<file path="src/rtl/axi_req_executor.sv">
// Runs one 72-bit register request at a time as an AXI4-Lite master transaction
// and reports status/read data on a 40-bit response stream.
module axi_req_executor #(
  parameter int ADDR_WIDTH     = 32,
  parameter bit EMIT_WRITE_RSP = 1'b1
) (
  input  logic                  clk,
  input  logic                  resetn,
  // Handshakes: a beat transfers on the rising edge where VALID and READY are both high;
  // a VALID, once raised, holds with stable payload until that edge.
  input  logic [71:0]           REQ_TDATA,
  input  logic                  REQ_TVALID,
  output logic                  REQ_TREADY,
  output logic [39:0]           RSP_TDATA,
  output logic                  RSP_TVALID,
  input  logic                  RSP_TREADY,
  output logic [ADDR_WIDTH-1:0] M_AXI_AWADDR,
  output logic [2:0]            M_AXI_AWPROT,
  output logic                  M_AXI_AWVALID,
  input  logic                  M_AXI_AWREADY,
  output logic [31:0]           M_AXI_WDATA,
  output logic [3:0]            M_AXI_WSTRB,
  output logic                  M_AXI_WVALID,
  input  logic                  M_AXI_WREADY,
  input  logic [1:0]            M_AXI_BRESP,
  input  logic                  M_AXI_BVALID,
  output logic                  M_AXI_BREADY,
  output logic [ADDR_WIDTH-1:0] M_AXI_ARADDR,
  output logic [2:0]            M_AXI_ARPROT,
  output logic                  M_AXI_ARVALID,
  input  logic                  M_AXI_ARREADY,
  input  logic [31:0]           M_AXI_RDATA,
  input  logic [1:0]            M_AXI_RRESP,
  input  logic                  M_AXI_RVALID,
  output logic                  M_AXI_RREADY,
  output logic [31:0]           write_count,
  output logic [31:0]           read_count,
  output logic [31:0]           error_count,
  output logic [2:0]            dbg_state
);

  typedef enum logic [2:0] {
    IDLE  = 3'd0,
    WADDR = 3'd1,
    WRESP = 3'd2,
    RADDR = 3'd3,
    RRESP = 3'd4,
    RSP   = 3'd5
  } state_t;

  state_t state;
  logic   aw_done;
  logic   w_done;

  assign M_AXI_AWPROT = 3'b000;
  assign M_AXI_ARPROT = 3'b000;
  assign dbg_state    = state;

  // A channel counts as done once its VALID is low or completes this cycle.
  always_comb begin
    aw_done = !M_AXI_AWVALID || M_AXI_AWREADY;
    w_done  = !M_AXI_WVALID  || M_AXI_WREADY;
  end

  always_ff @(posedge clk or negedge resetn) begin
    if (!resetn) begin
      state         <= IDLE;
      REQ_TREADY    <= 1'b0;
      RSP_TDATA     <= 40'h0;
      RSP_TVALID    <= 1'b0;
      M_AXI_AWADDR  <= '0;
      M_AXI_AWVALID <= 1'b0;
      M_AXI_WDATA   <= 32'h0;
      M_AXI_WSTRB   <= 4'h0;
      M_AXI_WVALID  <= 1'b0;
      M_AXI_BREADY  <= 1'b0;
      M_AXI_ARADDR  <= '0;
      M_AXI_ARVALID <= 1'b0;
      M_AXI_RREADY  <= 1'b0;
      write_count   <= 32'h0;
      read_count    <= 32'h0;
      error_count   <= 32'h0;
    end else begin
      M_AXI_WSTRB <= 4'hF;
      case (state)
        IDLE: begin
          REQ_TREADY <= 1'b1;
          if (REQ_TVALID && REQ_TREADY) begin
            REQ_TREADY <= 1'b0;
            case (REQ_TDATA[71:64])
              8'd0: begin
                state         <= WADDR;
                M_AXI_AWADDR  <= REQ_TDATA[32 +: ADDR_WIDTH];
                M_AXI_WDATA   <= REQ_TDATA[31:0];
                M_AXI_AWVALID <= 1'b1;
                M_AXI_WVALID  <= 1'b1;
              end
              8'd1: begin
                state         <= RADDR;
                M_AXI_ARADDR  <= REQ_TDATA[32 +: ADDR_WIDTH];
                M_AXI_ARVALID <= 1'b1;
              end
              default: begin
                // Unknown opcode: answered locally with SLVERR, never reaches the bus.
                state      <= RSP;
                RSP_TVALID <= 1'b1;
                RSP_TDATA  <= {5'b0, 1'b0, 2'b10, 32'h0};
                if (error_count != 32'hFFFF_FFFF) error_count <= error_count + 32'd1;
              end
            endcase
          end
        end
        WADDR: begin
          if (M_AXI_AWREADY) M_AXI_AWVALID <= 1'b0;
          if (M_AXI_WREADY)  M_AXI_WVALID  <= 1'b0;
          if (aw_done && w_done) begin
            state        <= WRESP;
            M_AXI_BREADY <= 1'b1;
          end
        end
        WRESP: begin
          if (M_AXI_BVALID) begin
            M_AXI_BREADY <= 1'b0;
            write_count  <= write_count + 32'd1;
            if (M_AXI_BRESP != 2'b00 && error_count != 32'hFFFF_FFFF)
              error_count <= error_count + 32'd1;
            if (EMIT_WRITE_RSP || M_AXI_BRESP != 2'b00) begin
              state      <= RSP;
              RSP_TVALID <= 1'b1;
              RSP_TDATA  <= {5'b0, 1'b0, M_AXI_BRESP, 32'h0};
            end else begin
              state      <= IDLE;
              REQ_TREADY <= 1'b1;
            end
          end
        end
        RADDR: begin
          if (M_AXI_ARREADY) begin
            state         <= RRESP;
            M_AXI_ARVALID <= 1'b0;
            M_AXI_RREADY  <= 1'b1;
          end
        end
        RRESP: begin
          if (M_AXI_RVALID) begin
            state        <= RSP;
            M_AXI_RREADY <= 1'b0;
            read_count   <= read_count + 32'd1;
            if (M_AXI_RRESP != 2'b00 && error_count != 32'hFFFF_FFFF)
              error_count <= error_count + 32'd1;
            RSP_TVALID <= 1'b1;
            RSP_TDATA  <= {5'b0, 1'b1, M_AXI_RRESP, M_AXI_RDATA};
          end
        end
        RSP: begin
          if (RSP_TREADY) begin
            state      <= IDLE;
            RSP_TVALID <= 1'b0;
            REQ_TREADY <= 1'b1;
          end
        end
        default: state <= IDLE;
      endcase
    end
  end

endmodule
</file>
<file path="config.mk">
export PLATFORM = sky130hd
export DESIGN_NAME = axi_req_executor
export DESIGN_NICKNAME = d
export VERILOG_FILES = /design/src/rtl/axi_req_executor.sv
export SDC_FILE = /design/constraint.sdc
export NUM_CORES = 1
export LEC_CHECK = 0
export ABC_AREA = 1
export CELL_PAD_IN_SITES_DETAIL_PLACEMENT = 0
export CELL_PAD_IN_SITES_GLOBAL_PLACEMENT = 1
export CORE_MARGIN = 5
export CORE_UTILIZATION = 25
export CTS_CLUSTER_DIAMETER = 80
export DETAILED_ROUTE_END_ITERATION = 16
export GPL_TIMING_DRIVEN = 0
export PLACE_DENSITY_LB_ADDON = 0.3
export SYNTH_ARGS = -nofsm -noshare
export SYNTH_HDL_FRONTEND = slang
export SYNTH_SLANG_ARGS = --single-unit
</file>
<file path="constraint.sdc">
create_clock -name clk -period 3.35 [get_ports clk]
set_input_delay 0.5025 -clock clk [delete_from_list [all_inputs] [get_ports clk]]
set_output_delay 0.5025 -clock clk [all_outputs]
set_load 0.05 [all_outputs]
</file>
Word-level counts from Yosys, hierarchy flattened
Index checks and enable logic that the tools add are counted.
Operators by class
  $add $sub $neg: 3
  reduce and logical (&&, ||, !) cells: 34
  equality and inequality tests: 21
  muxes and demuxes: 46
Operators by type and width (number)
  two-way mux 32 bit: 7
  two-way mux 40 bit: 4
  case mux 40 bit (3 select lines): 1
  adder 32 x 1 -> 32 bit (second input constant): 3
  case mux 32 bit (3 select lines): 1
  != test 32 bit (second input constant): 1
  != test 2 bit (second input constant): 12
  two-way mux 1 bit: 18
  two-way mux 3 bit: 6
  case mux 3 bit (6 select lines): 1
  nonzero test 2 bit: 7
  case mux 1 bit (2 select lines): 6
  AND reduction 3 bit: 4
  AND reduction 4 bit: 3
  AND reduction 6 bit: 2
  == test 8 x 1 -> 1 bit (second input constant): 1
  logical NOT 8 bit: 1
  AND reduction 8 bit: 1
  == test 3 x 2 -> 1 bit (second input constant): 2
  == test 3 bit (second input constant): 2
  case mux 3 bit (2 select lines): 1
  AND reduction 2 bit: 3
  AND reduction 5 bit: 1
  logical AND 1 bit: 4
  other kinds (9): 12
Word-level totals
  input bits: 117
  flip-flop bits (word level): 243
  output and inout bits: 252
  logic and storage cells: 120

Depth between registers and ports, before layout
Gate-level depths: netlist of the first run.
  word-level depth: 5
  depth in mapped cells: 13

Worst setup path after synthesis of the first run
No wires, ideal clock.
  path kind: register to register
  start: register error_count[0]
  end: register error_count[20]
  stages on the path, launching flop included: 14
  buffers on the path: 1
  path slack: 1.151 ns
  data arrival time: 2.079 ns
  library setup time: 0.120 ns
  path through: dfrtp_1 -> ha_1 -> inv_1 -> nor2_2 -> nand2_1 -> nor2_1 -> nand2_1 -> nand2_1 -> nand2_1 -> nand2_1 -> nor2_1 -> buf_2 -> nand3_1 -> nand2_1
Between the ends
  word-level cells in the longest chain between the ends: 5
RTL lines
  start: declaration: RTL line 38  | output logic [31:0] error_count,
  start signal: assignment: RTL line 108  | if (error_count != 32'hFFFF_FFFF) error_count <= error_count + 32'd1;
  start signal: assignment: RTL line 126  | error_count <= error_count + 32'd1;
  start signal: assignment: RTL line 150  | error_count <= error_count + 32'd1;
  adder 32 x 1 -> 32 bit: RTL line 108, 126, 150
  two-way mux 32 bit: RTL line 108
  two-way mux 32 bit: RTL line 90  | case (REQ_TDATA[71:64])
  two-way mux 32 bit: RTL line 88  | if (REQ_TVALID && REQ_TREADY) begin
  case mux 32 bit (3 select lines): RTL line 85  | case (state)
Several ways; a longest one is shown, not always the timed one. The select of a mux whose other input is x is not followed.
A chain may end at the register's enable or synchronous reset.

Worst setup path in the final report of the first run
  start: register state[2], in the netlist dbg_state[2]
  end: output dbg_state[2]
RTL lines
  start: declaration: RTL line 51  | state_t state;
  start signal: assignment: RTL line 67  | state <= IDLE;
  start signal: assignment: RTL line 92  | state <= WADDR;
  start signal: assignment: RTL line 99  | state <= RADDR;
  end: declaration: RTL line 39  | output logic [2:0] dbg_state
No word-level cell between the ends.

==> results of run 1 <==
-- per-layer routing --
layer,GRT usage (%),wire length [um]
met1,20.9,17200
met4,3.25,703
met5,0,30
met2,24.3,17600
met3,6.46,4000
-- repair_timing --
item | 4_1_cts | 5_1_grt
hold buffers | 1 | 0
hold endpoints to repair | 39 | 0
resized for setup | 0 | 0
setup endpoints to repair | 0 | 0
-- state kept, by name (all words and copies together) (netlist names), 3 cells and up --
register and flops:
read_count 32, write_count 32, error_count 32, RSP_TDATA 35
dbg_state 3, M_AXI_WDATA 32, M_AXI_AWADDR 32, M_AXI_ARADDR 32
-- path summary, 6_finish.rpt --
path	endpoint	slack, ns	cells past startpoint
min in group clk	M_AXI_ARVALID$_DFFE_PN0P_	0.47	2
max	dbg_state[2]	0.78	1
max in group asynchronous	M_AXI_WDATA[29]$_DFFE_PN0P_	1.64	4
min	read_count[17]$_DFFE_PN0P_	0.42	2
max reg2reg	error_count[23]$_DFFE_PN0P_	0.94	13
min reg2reg	M_AXI_ARVALID$_DFFE_PN0P_	0.47	2
-- final cells by class --
type	count	area [um^2]	share of cell area, %
diodes	1	2.50	0.0151
plain buffers	50	295	1.78
clock buffers	44	925	5.58
clock inverters	11	116	0.703
inverters	121	454	2.74
multi-input cells	906	4430	26.7
flip-flops and latches	238	5960	36.0
well taps	592	741	4.47
repair buffers	360	3640	22.0
-- synth_stat cells (5+ instances only) --
library cell  count
inv_1           115
clkbuf_1         13
buf_2            14
buf_4            18
xnor2_1          28
a22o_1           33
nand4_1          18
nor4_1            6
inv_2             5
nand2_1         451
nand3_1          67
nor2_1           92
xor2_1           57
nor3_1           38
dfrtp_1         238
o21ai_0          69
-- stage by stage --
step                hold WS, ns  utilization [%]  cell area (um^2)
finish                    0.417             37.6             16600
global route              0.431             37.6             16600
CTS                       0.391             37.6             16600
detailed placement        0.406             35.2             15500
global placement          0.459             35.1             15400
floorplan                 0.207                -             11100
-- power by group through the flow --
stage	logic [uW]	registers, uW	clock network (uW)
2_1_floorplan	1130	4770	0
3_3_place_gp	3780	3580	0
3_5_place_dp	3800	3580	0
4_1_cts	3810	3540	3520
5_1_grt	4010	3590	3620
6_report	3740	3540	3400
-- kinds of logic (layout without fill, tap and decap cells) --
group	after synthesis	count (layout)	synth area share [%]
compound gates	112	112	6.30
other cells	2	13	0.0677
fa+ha+maj	3	3	0.338
simple gates	694	694	26.1
buf+inv	171	586	6.76
flops	238	238	53.7
xor+xnor	85	85	6.71
==> flow_metrics.py, run 1 <==
metrics = {
    "pwr": {
        "p_int_uw": 6510,
        "clkPwrFrac_pct": 31.8,
        "seq_power_share_pct": 33.2,
        "p_comb_share_pct": 35.0,
        "p_leak_uw": 0.00765,
        "p_switching_uw": 4160,
        "powerDensity_nw_per_um2": 645,
        "irDropWorstVdd_uv": 389,
        "total_power_uw": 10700,
        "swShare_pct": 39.0,
    },
    "global_routing": {
        "grt_pass1_vias": 10200,
        "grt_max_degree": 101,
        "grt_pass1_wl_mm": 60.3,
        "grtUsageTotal_pct": 15.7,
        "grt-ovfl-total": 0,
        "antenna_found_initial": 5,
    },
    "sta": {
        "setup_slack_ns": 0.785,
        "skew_ns": 0.0123,
        "fin_crit_ns": 2.57,
        "drv_slew": 0,
        "max_slew_margin_pct": 50.0,
        "rsz0062_at_grt": "false",
        "setup_tns_ns": 0,
        "tightest_slew_ns": 0.744,
        "fmax_mhz": 390,
        "finalCritPeriodShare_pct": 76.6,
        "setup_viol": 0,
        "finalHoldViolCount": 0,
    },
    "placement": {
        "numPortBuffers": 357,
        "dp.final_hpwl_mm": 30.4,
        "gp_congestion": 0.849,
        "dp_cells": 2266,
        "post-place-ws_ns": 0.757,
    },
    "synth": {
        "syn-cell-area_um2": 11100,
        "async_reset_ff_share_pct": 100,
        "yosys.area.top_type": "dfrtp_1",
        "yosys_warnings": 0,
        "synthFlopType": "dfrtp_1",
        "yosys.cell_types.count": 38,
        "synth_edf_count": 0,
        "synth-seq-area-share_pct": 53.7,
        "synth-seq-cells": 238,
        "yosys.area.top_type_share_pct": 53.7,
        "syn_inst": 1305,
        "synthTopCellsByArea": "dfrtp_1 (54%), nand2_1 (15%), xor2_1 (4.5%), inv_1 (3.9%), nor2_1 (3.1%)",
        "avgSynthCellArea_um2": 8.50,
    },
    "layout": {
        "final_cell_mix": "nand2_1 (451), clkdlybuf4s50_1 (356), dfrtp_1 (238)",
        "nFillCells": 4532,
        "final_cells": 2323,
        "drive_above_1_share_pct": 6.42,
        "syn2layout_area_growth_pct": 49.3,
        "fin_nets": 1828,
        "final_common_cell": "nand2_1",
    },
    "drt": {
        "wire_per_inst_um": 17.0,
        "num_vias": 9928,
        "drc_errors": 0,
        "ant_nets": 0,
        "viasPerCell": 4.27,
        "firstDrtPassIters": 4,
        "drt-initial-drc-count": 483,
        "wirelength_mm": 39.6,
    },
    "floorplanning": {
        "fp.coreArea_um2": 44000,
        "num_rows": 77,
        "die_w_um": 221,
        "dieHeight_um": 221,
        "start_util_pct": 25.2,
        "die_area_um2": 48700,
        "io_pins": 369,
    },
    "worst_setup_path": {
        "slowest_stage": "clkdlybuf4s50_1",
        "crit_path_max_fanout": 7,
        "slowest_delay_ns": 0.96,
        "crit_required_ns": 2.85,
        "r2r_start": "error_count[0]$_DFFE_PN0P_",
        "crit_arrival_ns": 2.06,
        "start_kind": "flip-flop",
        "worst-path-buf-inv": 1,
        "critPathLaunch": "dbg_state[2]$_DFFE_PN0P_",
        "worstSetupEndpointType": "output port",
        "cp_top_family": "buffers and inverters",
        "crit_type": "flip-flop to output port",
        "crit_chain": "clkdlybuf4s50_1",
    },
    "clock_tree": {
        "clk_pin_slew_worst_paths_ns": 0.06,
        "clk_latency_ns": 0.56,
        "root_buffer": "clkbuf_16",
        "cts_tree": "built",
        "clockBufferDepth": 3,
        "h-tree-depth": 1,
        "numCtsBuffers": 31,
        "post_cts_buffers": 0,
        "clock_sinks": 238,
    },
    "flow_run": {
        "cap_violations": 0,
    },
    "outcome": {
        "status": "finished, final reports clean",
    },
    "worst_hold_path": {
        "hold_class": "input port to asynchronous set/reset pin",
    },
}
Note: power is estimated with default switching activity, not from simulation.
==> inputs of run 2 (changes only) <==
clock period = 2.34 ns   (was 3.35 ns; I/O delays follow)
==> flow_metrics.py, run 2 (synthesis results as in run 1) <==
metrics = {
    "drt": {
        "wirelength_mm": 39.6,
        "firstDrtPassIters": 4,
        "wire_per_inst_um": 17.0,
        "drc_errors": 0,
        "viasPerCell": 4.26,
        "drt-initial-drc-count": 487,
        "num_vias": 9911,
        "ant_nets": 0,
    },
    "worst_setup_path": {
        "r2r_cells": 13,
        "crit_arrival_ns": 1.92,
        "cp_top_family": "buffers and inverters",
        "crit_type": "flip-flop to output port",
        "slowest_delay_ns": 0.87,
        "cp_num_cells": 1,
        "start_kind": "flip-flop",
        "worst-path-buf-inv": 1,
        "slowest_stage": "clkdlybuf4s50_1",
        "crit_required_ns": 1.99,
        "worstSetupEndpointType": "output port",
        "crit_chain": "clkdlybuf4s50_1",
        "crit_path_max_fanout": 6,
    },
    "sta": {
        "finalCritPeriodShare_pct": 97.3,
        "setup_tns_ns": 0,
        "rsz0062_at_grt": "false",
        "tightest_slew_ns": 0.805,
        "skew_ns": 0.0127,
        "fin_crit_ns": 2.28,
        "max_slew_margin_pct": 45.9,
        "finalHoldViolCount": 0,
        "setup_viol": 0,
        "fmax_mhz": 439,
        "drv_slew": 0,
    },
    "worst_hold_path": {
        "hold_class": "input port to asynchronous set/reset pin",
    },
    "global_routing": {
        "grt-ovfl-total": 0,
        "grtUsageMet3_pct": 6.46,
        "grt_max_degree": 101,
        "antenna_found_initial": 5,
        "busiest_layer": "met2",
        "grt_pass1_vias": 10200,
        "grtUsageTotal_pct": 15.7,
        "met2_usage_pct": 24.3,
        "use_met1_pct": 20.9,
        "grt_pass1_wl_mm": 60.3,
    },
    "floorplanning": {
        "fp.coreArea_um2": 44000,
        "dieHeight_um": 221,
        "start_util_pct": 25.2,
        "io_pins": 369,
        "die_w_um": 221,
        "num_rows": 77,
        "die_area_um2": 48700,
    },
    "layout": {
        "fin_nets": 1830,
        "nFillCells": 4530,
        "ff_latch_area_um2": 5960,
        "multi_input_area_um2": 4440,
        "final_cells": 2325,
        "final_cell_mix": "nand2_1 (448), clkdlybuf4s50_1 (352), dfrtp_1 (236)",
        "drive_above_1_share_pct": 6.93,
        "final_common_cell": "nand2_1",
        "largest_register_ffs": 35,
        "syn2layout_area_growth_pct": 49.6,
        "fin_util_pct": 37.7,
        "largest_register": "RSP_TDATA",
    },
    "pwr": {
        "powerDensity_nw_per_um2": 921,
        "p_leak_uw": 0.00770,
        "irDropWorstVdd_uv": 556,
    },
    "clock_tree": {
        "clk_pin_slew_worst_paths_ns": 0.06,
        "clk_latency_ns": 0.56,
        "cts_tree": "built",
        "root_buffer": "clkbuf_16",
        "clock_sinks": 238,
        "h-tree-depth": 1,
        "numCtsBuffers": 31,
        "clockBufferDepth": 3,
    },
    "placement": {
        "numPortBuffers": 357,
        "dp_cells": 2266,
        "gp_congestion": 0.849,
        "dp.final_hpwl_mm": 30.4,
    },
    "outcome": {
        "status": "finished, final reports clean",
    },
    "flow_run": {
        "cap_violations": 0,
    },
}
==> run 2: cell types whose count changed in the layout (fill, tap and decap cells not counted), moves of 3 or more <==
cell and delta:
clkdlybuf4s50_1 -4, buf_4 +3, nand2_1 -3, nand2_2 +3
==> run 2: cell type report <==
class	instances	share of cell area, %
Buffer	50	1.81
Inverter	121	2.74
Clock inverter	11	0.701
Sequential cell	238	35.9
Clock buffer	44	5.57
Timing Repair Buffer	362	22.1
Multi-Input combinational cell	906	26.8
Antenna cell	1	0.0151
Tap cell	592	4.46
==> run 2: what timing repair did <==
item                                    in CTS  in global routing
endpoints found under the setup margin      32                 48
cloned                                       0                  0
hold endpoints to repair                    39                  0
hold buffers                                 1                  0
gates resized for setup                      5                  9
buffers inserted                             0                  2
pin swaps                                    0                  1
==> run 2: layer usage <==
layer	share of wire (%)	vias to the layer above	wire length, um
li1	-	4923	-
met1	44	4656	17300
met2	44	276	17600
met3	9.9	52	3920
met4	1.9	4	757
met5	0.076	-	30
==> run 2: path summary, 6_finish.rpt <==
| check | start | to | slack, ns |
|---|---|---|---|
| setup reg to reg | error_count[0]$_DFFE_PN0P_ | error_count[10]$_DFFE_PN0P_ | 0.18 |
| hold / removal | resetn | read_count[17]$_DFFE_PN0P_ | 0.27 |
| hold reg to reg | M_AXI_ARVALID$_DFFE_PN0P_ | M_AXI_ARVALID$_DFFE_PN0P_ | 0.47 |
| setup / recovery | error_count[20]$_DFFE_PN0P_ | error_count[20] | 0.06 |
| max in group asynchronous | resetn | M_AXI_WDATA[29]$_DFFE_PN0P_ | 0.79 |
| min in group clk | REQ_TDATA[27] | M_AXI_WDATA[27]$_DFFE_PN0P_ | 0.32 |
==> run 2: report_power, final <==
group	internal (uW)	switching (uW)
combinational	1750	3610
clock	2950	1900
sequential	4630	439
total	9330	5950
==> run 2: metrics by stage <==
step	worst slack, ns	area, um^2	total power [uW]	hold WS [ns]
global placement	-10.13	15400	10500	0.459
finish	0.0640	16600	15300	0.267
CTS	0.0164	16600	15600	0.239
floorplan	0.141	11100	8450	0.0554
global route	0.00332	16600	16100	0.279
detailed placement	-0.102	15500	10600	0.255
